[src/rtl/ml_ahb_prio_arb.sv]
// ml_ahb_prio_arb -- registered priority arbiter for one multi-layer AHB slave port.
//
// Picks, at each arbitration point, the requesting master with the lowest
// priority value and presents it one cycle later as a one-hot grant plus a
// binary index. A locking owner keeps the port until it drops lock or req,
// or until it has held the port for LOCK_MAX cycles, at which point a
// re-arbitration is forced that excludes the owner.
//
// Build option:
//   ML_AHB_PRIO_RR_EN  defined   -> equal-priority ties rotate from rr_ptr
//                      undefined -> ties go to the lowest index (legacy)
module ml_ahb_prio_arb #(
    parameter int NUM_MST  = 4,
    parameter int PRIO_W   = 3,
    parameter int DEF_MST  = 0,
    parameter int LOCK_MAX = 16
) (
    input  logic                        HCLK,
    input  logic                        HRESET,
    input  logic [NUM_MST-1:0]          req,
    input  logic [NUM_MST-1:0]          lock,
    input  logic [NUM_MST*PRIO_W-1:0]   prio,
    input  logic                        hready,
    output logic [NUM_MST-1:0]          grant,
    output logic [$clog2(NUM_MST)-1:0]  grant_id,
    output logic                        grant_valid,
    output logic                        lock_timeout
);

    localparam int ID_W  = $clog2(NUM_MST);
    localparam int CNT_W = $clog2(LOCK_MAX + 1);

    localparam logic [ID_W-1:0]    DEF_ID    = ID_W'(DEF_MST);
    localparam logic [NUM_MST-1:0] DEF_GRANT = NUM_MST'(1) << DEF_MST;
    localparam logic [CNT_W-1:0]   CNT_MAX   = CNT_W'(LOCK_MAX);
    localparam logic [CNT_W-1:0]   CNT_ONE   = CNT_W'(1);

    typedef enum logic [1:0] {
        ST_IDLE   = 2'd0,   // parked on DEF_MST, nobody asked
        ST_OWNED  = 2'd1,   // real owner, free to be pre-empted
        ST_LOCKED = 2'd2    // owner holds a lock
    } state_e;

    // ------------------------------------------------------------------
    // State
    // ------------------------------------------------------------------
    state_e              state_q;
    logic [NUM_MST-1:0]  grant_q;
    logic [ID_W-1:0]     grant_id_q;
    logic                grant_valid_q;
    logic                lock_timeout_q;
    logic [CNT_W-1:0]    lock_cnt_q;
`ifdef ML_AHB_PRIO_RR_EN
    logic [ID_W-1:0]     rr_ptr_q;
    logic [ID_W-1:0]     rr_ptr_d;
`endif

    // ------------------------------------------------------------------
    // Arbitration decision (combinational)
    // ------------------------------------------------------------------
    logic                owner_req;
    logic                owner_lock;
    logic                locked_hold;   // owner still locked and requesting
    logic                timeout_hit;   // lock held for LOCK_MAX cycles
    logic                ap;            // arbitration point this cycle
    logic [NUM_MST-1:0]  cand;          // masters eligible to win
    logic                win_found;
    logic [ID_W-1:0]     win_id;
    logic [PRIO_W-1:0]   best_prio;
    logic [PRIO_W-1:0]   cur_prio;

    // Decide whether this cycle is an arbitration point and who would win it.
    always_comb begin
        // NOTE: every signal driven here gets a default before any branch, so no latch can be inferred.
        owner_req   = req[grant_id_q];
        owner_lock  = lock[grant_id_q];
        locked_hold = (state_q == ST_LOCKED) && owner_req && owner_lock;
        timeout_hit = locked_hold && (lock_cnt_q == CNT_MAX);
        ap          = hready && (!locked_hold || timeout_hit);

        // A forced release must hand the port to someone else if possible.
        cand = req;
        if (timeout_hit) begin
            cand[grant_id_q] = 1'b0;
        end

        win_found = 1'b0;
        win_id    = DEF_ID;
        best_prio = '0;
        cur_prio  = '0;

`ifdef ML_AHB_PRIO_RR_EN
        // Scan upward from rr_ptr with wrap; strict '<' keeps the first tied
        // requester met in that order.
        for (int k = 0; k < NUM_MST; k++) begin
            int idx;
            idx = int'(rr_ptr_q) + k;
            if (idx >= NUM_MST) begin
                idx = idx - NUM_MST;
            end
            cur_prio = prio[idx*PRIO_W +: PRIO_W];
            if (cand[idx] && (!win_found || (cur_prio < best_prio))) begin
                win_found = 1'b1;
                win_id    = ID_W'(idx);
                best_prio = cur_prio;
            end
        end
`else
        // Scan from index 0; strict '<' leaves ties with the lowest index.
        for (int i = 0; i < NUM_MST; i++) begin
            cur_prio = prio[i*PRIO_W +: PRIO_W];
            if (cand[i] && (!win_found || (cur_prio < best_prio))) begin
                win_found = 1'b1;
                win_id    = ID_W'(i);
                best_prio = cur_prio;
            end
        end
`endif
    end

`ifdef ML_AHB_PRIO_RR_EN
    // Next round-robin start: one past whoever ends up owning the port.
    always_comb begin
        logic [ID_W-1:0] base;
        base = win_found ? win_id : grant_id_q;
        if (base == ID_W'(NUM_MST - 1)) begin
            rr_ptr_d = '0;
        end else begin
            rr_ptr_d = base + ID_W'(1);
        end
    end
`endif

    // ------------------------------------------------------------------
    // Arbitration FSM with registered grant outputs
    // ------------------------------------------------------------------
    // Owner, grant outputs, lock counter and timeout pulse advance together.
    always_ff @(posedge HCLK) begin
        // NOTE: non-blocking assignments so every register samples pre-edge values.
        if (HRESET) begin
            state_q        <= ST_IDLE;
            grant_q        <= DEF_GRANT;
            grant_id_q     <= DEF_ID;
            grant_valid_q  <= 1'b0;
            lock_timeout_q <= 1'b0;
            lock_cnt_q     <= '0;
`ifdef ML_AHB_PRIO_RR_EN
            rr_ptr_q       <= '0;
`endif
        end else begin
            lock_timeout_q <= 1'b0;
            if (ap) begin
                lock_timeout_q <= timeout_hit;
                if (win_found) begin
                    grant_q       <= NUM_MST'(1) << win_id;
                    grant_id_q    <= win_id;
                    grant_valid_q <= 1'b1;
                    if (lock[win_id]) begin
                        state_q    <= ST_LOCKED;
                        lock_cnt_q <= CNT_ONE;
                    end else begin
                        state_q    <= ST_OWNED;
                        lock_cnt_q <= '0;
                    end
`ifdef ML_AHB_PRIO_RR_EN
                    rr_ptr_q <= rr_ptr_d;
`endif
                end else if (timeout_hit) begin
                    // Nobody else wants the port: the owner keeps it, unlocked.
                    grant_valid_q <= 1'b1;
                    state_q       <= ST_OWNED;
                    lock_cnt_q    <= '0;
`ifdef ML_AHB_PRIO_RR_EN
                    rr_ptr_q      <= rr_ptr_d;
`endif
                end else begin
                    grant_q       <= DEF_GRANT;
                    grant_id_q    <= DEF_ID;
                    grant_valid_q <= 1'b0;
                    state_q       <= ST_IDLE;
                    lock_cnt_q    <= '0;
                end
            end else if (hready && locked_hold) begin
                lock_cnt_q <= lock_cnt_q + CNT_ONE;
            end
        end
    end

    assign grant        = grant_q;
    assign grant_id     = grant_id_q;
    assign grant_valid  = grant_valid_q;
    assign lock_timeout = lock_timeout_q;

    // Grant must stay one-hot and agree with its binary index.
    a_grant_onehot : assert property (@(posedge HCLK) disable iff (HRESET)
        $onehot(grant_q) && (grant_q == (NUM_MST'(1) << grant_id_q)));

endmodule

[config.mk]
export PLATFORM = sky130hd
export DESIGN_NAME = ml_ahb_prio_arb
export DESIGN_NICKNAME = d
export VERILOG_FILES = /design/src/rtl/ml_ahb_prio_arb.sv
export SDC_FILE = /design/constraint.sdc
export NUM_CORES = 1
export LEC_CHECK = 0
export ABC_AREA = 1
export BUFFER_PORTS_ARGS = -buffer_cell sky130_fd_sc_hd__buf_2
export CAP_MARGIN = 20
export CELL_PAD_IN_SITES_DETAIL_PLACEMENT = 1
export CELL_PAD_IN_SITES_GLOBAL_PLACEMENT = 1
export CORE_UTILIZATION = 39
export DETAILED_ROUTE_END_ITERATION = 10
export HOLD_SLACK_MARGIN = 0.1
export PLACE_DENSITY = 0.89
export SETUP_SLACK_MARGIN = 0.2
export SLEW_MARGIN = 20
export SYNTH_ARGS = -nofsm -noshare
export SYNTH_HDL_FRONTEND = slang
export SYNTH_SLANG_ARGS = --single-unit
[constraint.sdc]
create_clock -name HCLK -period 6.5 [get_ports HCLK]
set_input_delay 1.3 -clock HCLK [delete_from_list [all_inputs] [get_ports HCLK]]
set_output_delay 1.3 -clock HCLK [all_outputs]
set_load 0.03 [all_outputs]
==> results.py, run 1 <==
metrics = {
    "power": {
        "power.density_nw_per_um2": 185,
        "power.total_uw": 257,
        "p_leak_uw": 0.000741,
        "peakVddDrop_mv": 0.129,
    },
    "synth": {
        "synthCells": 178,
        "synth_top_area_share": 0.253,
        "synth_top_cell_by_area": "dfxtp_1",
        "yosysMostFrequentCell": "nand2_1",
        "ys_top_cells_by_count": "nand2_1 (44), inv_1 (22), dfxtp_1 (15)",
        "yosysSeqAreaShare": 0.253,
        "synthesis.area_um2": 1190,
        "postSynthAreaPerCell_um2": 6.67,
        "ys_warn_count": 0,
        "synth_nets": 209,
        "synth-edff-count": 0,
        "async_reset_ff_frac": 0,
        "ys.flop_type": "dfxtp_1",
        "ys_seq_elements": 15,
        "ys_types": 24,
        "synth.area.top_cells": "dfxtp_1 (25%), nand2_1 (14%), ha_1 (8.4%)",
    },
    "worst_setup_path": {
        "crit_top_cell": "nand2_1",
        "critPathRequiredTime_ps": 6690,
        "cp_slowest_cell": "ha_1",
        "arrival_ps": 5210,
        "cp_max_fo": 9,
        "end_kind": "flop",
        "start_kind": "primary input",
        "slowest_delay_ps": 300,
        "critPathKind": "primary input to flop",
    },
    "clocking": {
        "cts_buffer_depth": 2,
        "ctsResizeCount": 0,
        "cts_sinks": 15,
        "clk_pin_slew_ps": 100,
        "cts_hold_buf": 0,
        "cts_root_buffer": "clkbuf_4",
        "htreeDepth": 1,
        "cts_buffers": 3,
        "tritoncts": "built",
        "clk_latency_ps": 300,
        "post_cts.repair.setup_buffers": 0,
    },
    "run_status": {
        "violations": "design-rule violations",
        "status": "complete, but fails checks",
    },
    "timing": {
        "finalSetupViolations": 0,
        "min_period_over_period": 0.771,
        "hold_violations": 0,
        "worst_slew_pin_slew_ps": 501,
        "period_needed_ps": 5010,
        "slew-limit-headroom": 0.666,
        "setup_slack_ps": 1490,
        "rsz0062_at_grt": "false",
        "setup-tns-final_ps": 0,
        "max_clock_freq_ghz": 0.200,
        "finalClockSkew_ps": 6.76,
        "slew_viol_final": 0,
    },
    "floorplanning": {
        "rows": 19,
        "die_w_um": 57.2,
        "core_area_um2": 2830,
        "start_util": 0.420,
        "die_area_um2": 3270,
        "boundaryPins": 31,
        "dieHeight_um": 57.2,
    },
    "global_routing": {
        "gr-total-overflow": 0,
        "grt_pass1_vias": 1269,
        "grt_pass1_wl_um": 5460,
        "grt.total_usage": 0.215,
        "grt_max_degree": 11,
        "antenna_found_initial": 0,
    },
    "final_layout": {
        "fillers": 393,
        "layout.nets": 242,
        "antenna_cells": 0,
        "drive_above_1_share": 0.319,
        "fin_util": 0.491,
        "area_growth_syn_to_layout_pct": 17.0,
    },
    "detailed_routing": {
        "ant_nets": 0,
        "drt_iter0_markers": 45,
        "firstDrtPassIters": 7,
        "vias": 1246,
        "via_per_inst": 5.17,
        "drc": 1,
        "wl_per_cell_um": 13.2,
        "routed_wirelength_um": 3170,
    },
    "run": {
        "cap_violations": 0,
    },
    "place": {
        "io_buffers": 30,
        "dp_hpwl_um": 2690,
        "gp_congestion": 0.828,
        "pre_cts_ws_ps": 1170,
    },
    "min_path": {
        "hp-class": "flop to flop",
    },
}
==> logic make-up (layout without fill, tap and decap cells) <==
family                     after synthesis  after routing  share of synthesized area
AOI/OAI and AO/OA                       27             27                      0.124
adders and majority gates                8              8                     0.0843
buffers and inverters                   30             62                      0.101
DFF                                     15             15                      0.253
and+or+nand+nor                         95             95                      0.415
xor gates and xnor gates                 3              3                     0.0221
==> path summary, 6_finish.rpt <==
kind / slack, ps / from / cells past startpoint / endpoint
min: 480 / grant[1]$_SDFFE_PP0P_ / 2 / grant[1]$_SDFFE_PP0P_
max reg2reg: 1950 / grant_id[0]$_SDFFE_PP0P_ / 32 / state_q[0]$_SDFFE_PP0P_
max: 1490 / lock[2] / 32 / state_q[0]$_SDFFE_PP0P_
min reg2reg: 480 / grant[1]$_SDFFE_PP0P_ / 2 / grant[1]$_SDFFE_PP0P_
==> sequential cells by signal, summed over array words and instances, names as in the netlist <==
name and flops:
grant 4, grant_id 2, lock_timeout 1, state_q 2
lock_cnt_q 5, grant_valid 1
==> area by class of cell <==
cell class	count	area [um2]	share of cell area
Clock buffer	3	22.5	0.0162
Clock inverter	1	5.00	0.00360
Inverter	28	105	0.0757
Multi-Input combinational cell	133	767	0.552
Sequential cell	15	300	0.216
Tap cell	31	38.8	0.0279
Timing Repair Buffer	30	150	0.108
==> critical path: cells and delay by family <==
kind | cells | cell delay, ps
compound gates | 5 | 960
fa+ha+maj | 3 | 880
buf+inv | 3 | 290
simple gates | 21 | 1800
==> layout by cell type (no fill, tap or decap), drive strengths merged <==
cell type,instances
a211oi,1
a21oi,14
buf,30
clkbuf,3
clkinv,1
dfxtp,15
ha,8
inv,28
nand2,57
nand3,12
nand3b,1
nand4,6
nor2,17
nor3,2
o21ai,11
o31ai,1
xor2,3
==> through the flow <==
step	cells	area, um2	hold slack (ps)
global route	241	1390	514
floorplan	178	1190	426
global placement	237	1360	441
finish	241	1390	476
detailed placement	237	1360	463
CTS	241	1390	479
==> metal layers <==
metal  global-route usage  vias to the layer above  routed length [um]
li1                     -                      637                   -
met1                0.242                      582                1390
met2                0.412                       22                1670
met3               0.0272                        5                  82
met4               0.0732                        0                  34
met5                    0                        -                   0
==> where the power goes <==
part | total (uW) | internal (uW) | switching [uW] | leakage [uW]
registers | 105 | 98.1 | 6.41 | 0.000123
logic | 95.9 | 32.8 | 63.2 | 0.000601
clock network | 56.1 | 22.9 | 33.2 | 0.0000177
Power figures use the tool's default switching activity.
==> run 2, diff against run 1 <==
--- a/config.mk
+++ b/config.mk
@@ -10,10 +10,10 @@
 export CAP_MARGIN = 20
 export CELL_PAD_IN_SITES_DETAIL_PLACEMENT = 1
 export CELL_PAD_IN_SITES_GLOBAL_PLACEMENT = 1
-export CORE_UTILIZATION = 39
+export CORE_UTILIZATION = 36
 export DETAILED_ROUTE_END_ITERATION = 10
 export HOLD_SLACK_MARGIN = 0.1
-export PLACE_DENSITY = 0.89
+export PLACE_DENSITY = 0.84
 export SETUP_SLACK_MARGIN = 0.2
 export SLEW_MARGIN = 20
 export SYNTH_ARGS = -nofsm -noshare
==> constraint.sdc (replaced) <==
create_clock -name HCLK -period 4.7 [get_ports HCLK]
set_input_delay 0.94 -clock HCLK [delete_from_list [all_inputs] [get_ports HCLK]]
set_output_delay 0.94 -clock HCLK [all_outputs]
set_load 0.03 [all_outputs]
==> run 2 against run 1 <==
  * The flow now finishes without violations
  * Register-to-register slack got worse by 1500 ps
  * Non-clock buffer count rose by 17
  * Cell count rose by 12%
  * Setup slack got worse by 1200 ps
  * Sequential power rose by 38%
  * Utilization rose by 5.0 points
  * Clock skew fell by 2.5 ps
  * Via count rose by 10%
  * Sequential share of layout area fell by 3.7 points
  * Clock power rose by 34%
  * Critical endpoint is now state_q[1]$_SDFFE_PP0P_
  * Clock-buffer cell count rose by 1
==> results.py, run 2 (same netlist as run 1, synthesis figures left out) <==
metrics = {
    "run_status": {
        "status": "finished clean",
    },
    "worst_setup_path": {
        "startpoint": "lock[1]",
        "arrival_ps": 4600,
        "worstReg2RegStart": "grant_id[0]$_SDFFE_PP0P_",
        "end_kind": "flop",
        "critPathKind": "primary input to flop",
        "critPathRequiredTime_ps": 4920,
        "endpoint": "state_q[1]$_SDFFE_PP0P_",
        "start_kind": "primary input",
        "r2r_cells": 37,
        "cp_slowest_cell": "ha_1",
        "cp_max_fo": 5,
        "crit_top_cell": "nand2_1",
        "slowest_delay_ps": 310,
        "rr_endpoint": "state_q[1]$_SDFFE_PP0P_",
        "r2r_slack_ps": 410,
    },
    "place": {
        "io_buffers": 30,
        "dp_hpwl_um": 2650,
        "gp_congestion": 0.813,
    },
    "timing": {
        "holdWs_ps": 477,
        "hold_violations": 0,
        "min_period_over_period": 0.933,
        "finalSetupViolations": 0,
        "max_clock_freq_ghz": 0.228,
        "slew_viol_final": 0,
        "setup-tns-final_ps": 0,
        "slew-limit-headroom": 0.610,
        "worst_slew_pin_slew_ps": 584,
        "period_needed_ps": 4380,
        "finalClockSkew_ps": 4.22,
    },
    "global_routing": {
        "antenna_found_initial": 0,
        "grt_pass1_vias": 1258,
        "grt.total_usage": 0.198,
        "grt_max_degree": 11,
        "grt_pass1_wl_um": 5310,
        "gr-total-overflow": 0,
    },
    "detailed_routing": {
        "vias": 1372,
        "via_per_inst": 5.06,
        "ant_nets": 0,
        "drt_iter0_markers": 42,
        "routed_wirelength_um": 4080,
        "wl_per_cell_um": 15.1,
        "firstDrtPassIters": 4,
        "drc": 0,
    },
    "final_layout": {
        "largest_register_ffs": 5,
        "multiInputGateArea_um2": 912,
        "drive_above_1_share": 0.441,
        "layout.nets": 259,
        "mostFrequentLayoutCell": "nand2_1",
        "fillers": 427,
        "top_register": "lock_cnt_q",
        "area_growth_syn_to_layout_pct": 41.4,
        "final_cell_mix": "nand2_1 (37), buf_2 (30), inv_1 (22), buf_4 (17), dfxtp_1 (15)",
        "antenna_cells": 0,
        "seq_area_um2": 300,
    },
    "clocking": {
        "cts_sinks": 15,
        "clk_pin_slew_ps": 90,
        "clk_latency_ps": 280,
        "htreeDepth": 1,
        "tritoncts": "built",
        "cts_root_buffer": "clkbuf_4",
        "cts_buffer_depth": 2,
        "cts_buffers": 3,
    },
    "power": {
        "p_leak_uw": 0.000845,
        "power.total_uw": 402,
        "peakVddDrop_mv": 0.182,
        "power.density_nw_per_um2": 240,
    },
    "min_path": {
        "hp-class": "flop to flop",
    },
    "floorplanning": {
        "die_area_um2": 3530,
        "die_w_um": 59.4,
        "rows": 20,
        "boundaryPins": 31,
        "core_area_um2": 3100,
        "dieHeight_um": 59.4,
        "start_util": 0.383,
    },
    "run": {
        "cap_violations": 0,
    },
}
==> run 2: cell count changes in the layout (fill, tap and decap cells not counted), moves of 2 or more <==
| cell | previous run | this run |
|---|---|---|
| o21ai_0 | 10 | 5 |
| buf_4 | 0 | 17 |
| a21oi_1 | 13 | 11 |
| a21oi_2 | 1 | 3 |
| ha_4 | 0 | 4 |
| nand2_1 | 44 | 37 |
| ha_1 | 8 | 4 |
| nand2_4 | 4 | 8 |
| o21ai_4 | 0 | 2 |
| nand2_2 | 9 | 11 |
| o21ai_1 | 0 | 2 |
==> run 2: routing by layer <==
layer  wire (um)  global-route usage
met3         170              0.0459
met1        1780               0.252
met2        2020               0.352
met5           0                   0
met4         110              0.0136
==> run 2: worst min path at each step <==
stage,start,to,slack [ps],cells past startpoint
6_report,grant[1]$_SDFFE_PP0P_,grant[1]$_SDFFE_PP0P_,480,2
5_1_grt,state_q[0]$_SDFFE_PP0P_,state_q[0]$_SDFFE_PP0P_,500,2
4_1_cts,state_q[0]$_SDFFE_PP0P_,state_q[0]$_SDFFE_PP0P_,460,2
3_5_place_dp,state_q[0]$_SDFFE_PP0P_,state_q[0]$_SDFFE_PP0P_,450,2
3_3_place_gp,state_q[0]$_SDFFE_PP0P_,state_q[0]$_SDFFE_PP0P_,440,2
2_1_floorplan,state_q[0]$_SDFFE_PP0P_,state_q[0]$_SDFFE_PP0P_,430,2
==> run 2: layout make-up <==
class                      instances  area share
clock buffer                       4      0.0156
inverter                          28      0.0641
multi-input combinational        133       0.543
sequential                        15       0.179
tap                               44      0.0328
timing repair buffer              47       0.165
==> run 2: power breakdown <==
part           leakage [uW]  total, uW  internal [uW]  switching (uW)
Sequential         0.000123        145            136            9.74
Combinational      0.000707        182           72.2             110
Clock             0.0000150       75.0           33.0            42.0
Total              0.000845        402            241             161
==> run 2: through the flow <==
stage          instance area [um2]  setup slack (ps)  instances   util
6_report                      1680               317        271  0.541
5_1_grt                       1680             -2.85        271  0.541
4_1_cts                       1470               255        263  0.474
3_5_place_dp                  1450             -43.0        259  0.466
3_3_place_gp                  1450             -27.9        259  0.466
2_1_floorplan                 1190               477        178      -
==> run 2: worst max-delay path, delay by kind of cell <==
kind / cells / cell delay (ps)
fa+ha+maj: 3 / 730
compound gates: 6 / 810
buf+inv: 3 / 190
simple gates: 22 / 1910
==> run 2: repair_timing <==
action,in CTS,in global routing
buffers inserted,0,8
endpoints found under the hold margin,0,0
gates resized for setup,0,32
setup endpoints to repair,0,9
hold buffers,0,0
